`src/rtl/change_pkg.sv`:
```
// change_pkg: shared state encoding, coin values and default sizing for the change dispenser
package change_pkg;
  localparam int NDEN_DEF = 5;
  localparam int AMT_W_DEF = 9;
  localparam int CENT_B = 100;
  localparam int CENT_Q = 25;
  localparam int CENT_D = 10;
  localparam int CENT_N = 5;
  localparam int CENT_P = 1;
  localparam logic [NDEN_DEF-1:0][AMT_W_DEF-1:0] DENOM_DEF = {
    AMT_W_DEF'(CENT_B), AMT_W_DEF'(CENT_Q), AMT_W_DEF'(CENT_D), AMT_W_DEF'(CENT_N), AMT_W_DEF'(CENT_P)
  };
  localparam logic [1:0] ST_IDLE = 2'd0;
  localparam logic [1:0] ST_DISPENSE = 2'd1;
  localparam logic [1:0] ST_DONE = 2'd2;
  typedef enum logic [1:0] {IDLE = ST_IDLE, DISPENSE = ST_DISPENSE, DONE = ST_DONE} state_t;
endpackage

```
`src/rtl/change_dispenser_coin_select.sv`:
```
// coin_select: one-hot pick of the largest available denomination that fits in the amount owed
module coin_select
  import change_pkg::*;
#(
  parameter int NDEN = NDEN_DEF,
  parameter int AMT_W = AMT_W_DEF,
  parameter logic [NDEN-1:0][AMT_W-1:0] DENOM_VAL = DENOM_DEF
) (
  input  logic [NDEN-1:0]  avail,
  input  logic [AMT_W-1:0] remaining,
  output logic [NDEN-1:0]  sel,
  output logic             sel_valid
);
  // scan upward so the highest fitting index is the one left standing
  always_comb begin
    sel = '0;
    sel_valid = 1'b0;
    for (int k = 0; k < NDEN; k++)
      if (avail[k] && DENOM_VAL[k] <= remaining) begin
        sel = NDEN'(1) << k;
        sel_valid = 1'b1;
      end
  end
endmodule

```
`src/rtl/change_dispenser.sv`:
```
// change_dispenser: greedy coin-by-coin change dispenser; CHANGE_DISPENSER_ACK_EN holds each coin until acknowledged
module change_dispenser
  import change_pkg::*;
#(
  parameter int NDEN = NDEN_DEF,
  parameter int AMT_W = AMT_W_DEF,
  parameter logic [NDEN-1:0][AMT_W-1:0] DENOM_VAL = DENOM_DEF
) (
  input  logic             clk,
  input  logic             reset,
  input  logic             start,
  input  logic [AMT_W-1:0] amount,
  input  logic [NDEN-1:0]  avail,
  input  logic             disp_ack,
  output logic [NDEN-1:0]  disp,
  output logic             done,
  output logic             short_chg,
  output logic [AMT_W-1:0] remaining,
  output logic [AMT_W-1:0] coin_cnt
);
  state_t state;
  logic [NDEN-1:0] sel, cur;
  logic sel_valid, fits, take, decide;
  logic [AMT_W-1:0] coin_val;
  coin_select #(.NDEN(NDEN), .AMT_W(AMT_W), .DENOM_VAL(DENOM_VAL)) u_sel (
    .avail(avail),
    .remaining(remaining),
    .sel(sel),
    .sel_valid(sel_valid)
  );
  assign fits = state == DISPENSE && remaining != '0 && sel_valid;
`ifdef CHANGE_DISPENSER_ACK_EN
  logic [NDEN-1:0] held;
  logic held_v, gap;
  assign cur = held_v ? held : (fits && !gap ? sel : '0);
  assign take = disp_ack && |cur;
  assign decide = !held_v && !gap;
  // latch the presented coin so avail cannot disturb it; idle one cycle after each ack
  always_ff @(posedge clk or posedge reset)
    if (reset) begin
      held <= '0;
      held_v <= 1'b0;
      gap <= 1'b0;
    end else begin
      gap <= take;
      held_v <= take ? 1'b0 : (|cur ? 1'b1 : held_v);
      held <= |cur ? cur : held;
    end
`else
  logic unused_ack;
  assign unused_ack = disp_ack;
  assign cur = fits ? sel : '0;
  assign take = |cur;
  assign decide = 1'b1;
`endif
  assign disp = cur;
  // value of the coin currently presented
  always_comb begin
    coin_val = '0;
    for (int k = 0; k < NDEN; k++)
      coin_val = coin_val | (cur[k] ? DENOM_VAL[k] : '0);
  end
  // transaction control: accept, subtract per coin, finish when paid or stuck
  always_ff @(posedge clk or posedge reset)
    if (reset) begin
      state <= IDLE;
      done <= 1'b0;
      short_chg <= 1'b0;
      remaining <= '0;
      coin_cnt <= '0;
    end else if (start && state != DISPENSE) begin
      state <= DISPENSE;
      done <= 1'b0;
      short_chg <= 1'b0;
      remaining <= amount;
      coin_cnt <= '0;
    end else if (state == DISPENSE) begin
      if (take) begin
        remaining <= remaining - coin_val;
        coin_cnt <= &coin_cnt ? coin_cnt : coin_cnt + 1'b1;
      end else if (decide && cur == '0) begin
        done <= 1'b1;
        short_chg <= remaining != '0;
        state <= DONE;
      end
    end
endmodule

```
`config.mk`:
```
export PLATFORM = sky130hd
export DESIGN_NAME = change_dispenser
export DESIGN_NICKNAME = d
export VERILOG_FILES = /design/src/rtl/change_pkg.sv /design/src/rtl/change_dispenser_coin_select.sv /design/src/rtl/change_dispenser.sv
export SDC_FILE = /design/constraint.sdc
export NUM_CORES = 1
export LEC_CHECK = 0
export ABC_AREA = 1
export CELL_PAD_IN_SITES_DETAIL_PLACEMENT = 0
export CELL_PAD_IN_SITES_GLOBAL_PLACEMENT = 1
export CORE_MARGIN = 3
export CORE_UTILIZATION = 38
export CTS_BUF_LIST = sky130_fd_sc_hd__clkbuf_8
export CTS_CLUSTER_DIAMETER = 200
export DETAILED_ROUTE_END_ITERATION = 16
export PLACE_DENSITY_LB_ADDON = 0.1
export SLEW_MARGIN = 20
export SYNTH_ARGS = -nofsm -noshare
export SYNTH_HDL_FRONTEND = slang
export SYNTH_SLANG_ARGS = --single-unit
```
`constraint.sdc`:
```
create_clock -name clk -period 6.9 [get_ports clk]
set_input_delay 1.38 -clock clk [delete_from_list [all_inputs] [get_ports clk]]
set_output_delay 1.38 -clock clk [all_outputs]
set_load 0.005 [all_outputs]
```
==> impl_metrics.yaml <==
logic_synthesis:
  async_reset_ff_share_pct: 100
  ys.flop_type: "dfrtp_1"
  yosysUniqueCellTypes: 33
  synthCells: 237
  syn_area_sq_mm: 0.00167
  syn_nets: 265
  synth-seq-cells: 21
  synth_seq_area_share_pct: 31.5
  yosys.area.top_type: "dfrtp_1"
  yosys.area.top_type_share_pct: 31.5
  avgSynthCellArea_sq_um: 7.04
  synthTopCellsByArea: "dfrtp_1 31%, nand2_1 18%, ha_1 6.7%"
  synth_edf_count: 0
  yosysWarningCount: 0
placement:
  hpwl_microns: 3120
  numPortBuffers: 41
  place_congestion: 0.783
clock_tree:
  cts_tree: "done"
  clockBufferDepth: 2
  cts_root_buf: "clkbuf_8"
  path_clk_slew_ns: 0.08
  numCtsBuffers: 3
  cts_sinks: 21
  cts_post_setup_buffers_inserted: 0
  htreeDepth: 1
  ctsResizeCount: 0
  clock_latency_ns: 0.26
  ctsHoldBuffers: 0
floorplanning:
  die_x_microns: 72.3
  die_area_sq_mm: 0.00522
  initial_utilization_pct: 40.6
  io_pins: 43
  die-height_microns: 72.3
  rows: 23
  core_area_sq_mm: 0.00412
setup_path:
  crit_chain: "clkdlybuf4s50_1 > nand2_1 > nor2_1 > inv_1 > nand2_1 > nand2_2 > inv_2 > clkdlybuf4s50_1"
  cpMaxStageDelayCell: "clkdlybuf4s50_1"
  required_ns: 5.52
  worst-path-max-fanout: 6
  critPathMaxStageDelay_ns: 0.51
  path_delay_family: "buffers and inverters"
  cp_data_arrival_time_ns: 3.26
  critPathKind: "input port to output pin"
  critPathCaptureType: "output pin"
  critPathBufInv: 4
  critPathLaunchType: "input port"
global_route:
  grt_pass1_wl_microns: 7310
  overflow: 0
  grt_pass1_vias: 1557
  grt_max_degree: 22
  antenna_found_initial: 0
  grtUsageTotal_pct: 17.5
sta:
  rsz0062_at_grt: "no"
  tightest_slew_ns: 0.844
  skew_ns: 0.00547
  hold_viol_final: 0
  fmax_ghz: 0.216
  layout_min_cycle_time_ns: 4.64
  period_share_pct: 67.2
  setup_violations: 0
  setup_tns_ns: 0
  max-slew-margin-rel_pct: 43.7
  maxSlewViolCount: 0
power_and_ir_drop:
  power_uw: 1030
  leakagePower_uw: 0.00110
  ir_worst_vdd_mv: 0.221
  powerDensity_mw_per_mm2: 476
drt:
  viasPerCell: 4.92
  remaining_drc_errors: 0
  final_antenna_net_count: 0
  wl_per_cell_microns: 12.4
  wirelength_microns: 4100
  vias: 1618
  dr.first_iter.drc_count: 74
  dr.pass1.iters: 4
final_layout:
  mostFrequentLayoutCells: "79 x nand2_1, 41 x clkdlybuf4s50_1, 24 x inv_1"
  syn_to_final_growth_pct: 29.8
  nets: 308
  layout_commonest_cell: "nand2_1"
  n_antenna_cell: 0
  drive_gt1_share_pct: 6.45
  num-fill-cells: 426
min_path:
  min_path_type: "flop to flop"
job:
  max_cap_violations: 0
run_status:
  status: "completed"
-- cell usage after synthesis, types with 3 or more instances --
cell,instances
nand2_1,79
inv_1,24
dfrtp_1,21
nor2_1,21
nand3_1,17
o21ai_0,11
ha_1,9
xor2_1,9
nand4_1,7
a21oi_1,4
o21ai_1,3
o21ai_2,3
-- worst paths after layout --
check | from | endpoint | slack, ns | depth (start not counted)
max | avail[4] | disp[2] | 2.26 | 8
min | done$_DFFE_PP0P_ | done$_DFFE_PP0P_ | 0.52 | 2
max reg2reg | remaining[6]$_DFFE_PP0P_ | remaining[8]$_DFFE_PP0P_ | 3.72 | 16
min reg2reg | done$_DFFE_PP0P_ | done$_DFFE_PP0P_ | 0.52 | 2
max in group asynchronous | reset | coin_cnt[5]$_DFFE_PP0P_ | 4.80 | 2
min in group asynchronous | reset | done$_DFFE_PP0P_ | 1.58 | 2
-- metrics by stage --
stage	cell area (sq um)	utilization [%]	worst slack (ns)	hold slack, ns	cells
4_1_cts	2170	52.6	2.25	0.523	329
2_1_floorplan	1670	-	3.33	0.491	237
6_report	2170	52.6	2.26	0.518	329
3_5_place_dp	2120	51.5	2.27	0.503	325
5_1_grt	2170	52.6	2.04	0.553	329
3_3_place_gp	2120	51.5	2.24	0.493	325
-- worst min-delay path: cells and delay by family, from the launching register on --
kind,cells,cell delay (ns)
flops,1,0.38
simple gates,2,0.11
-- cell families (layout without fill, tap and decap cells) --
logic type | count (synthesis) | after routing | share of synthesized area, %
adder cells (fa/ha/maj) | 10 | 10 | 7.95
XOR/XNOR | 11 | 11 | 5.77
AND/OR/NAND/NOR | 136 | 136 | 35.9
buffers and inverters | 30 | 72 | 7.95
AO/OA/AOI/OAI | 29 | 29 | 10.9
flip-flops | 21 | 21 | 31.5
-- registers in the layout (all words and copies together) (netlist names) --
register / flops
coin_cnt: 9
remaining: 9
done: 1
short_chg: 1
state: 1
-- metal layers --
layer	share of wire, %	GRT usage (%)	vias up
li1	-	-	849
met1	50	24.3	716
met2	44	27.6	47
met3	5.7	3.74	6
met4	1.0	4.38	0
met5	0	0	-
-- cell type report --
cell class	instances	area (sq um)	share of cell area [%]
Multi-Input combinational cell	186	1010	46.7
Timing Repair Buffer	42	418	19.3
Sequential cell	21	526	24.3
Clock buffer	3	41.3	1.91
Inverter	26	103	4.74
Tap cell	50	62.6	2.89
Clock inverter	1	5.00	0.231
-- where the power goes --
part	leakage, uW	internal [uW]	total, uW	switching [uW]
clock	0.0000255	40.3	83.1	42.8
sequential	0.000269	175	230	55.1
combinational	0.000805	311	717	406
No activity file was read; power rests on OpenSTA's default activity.
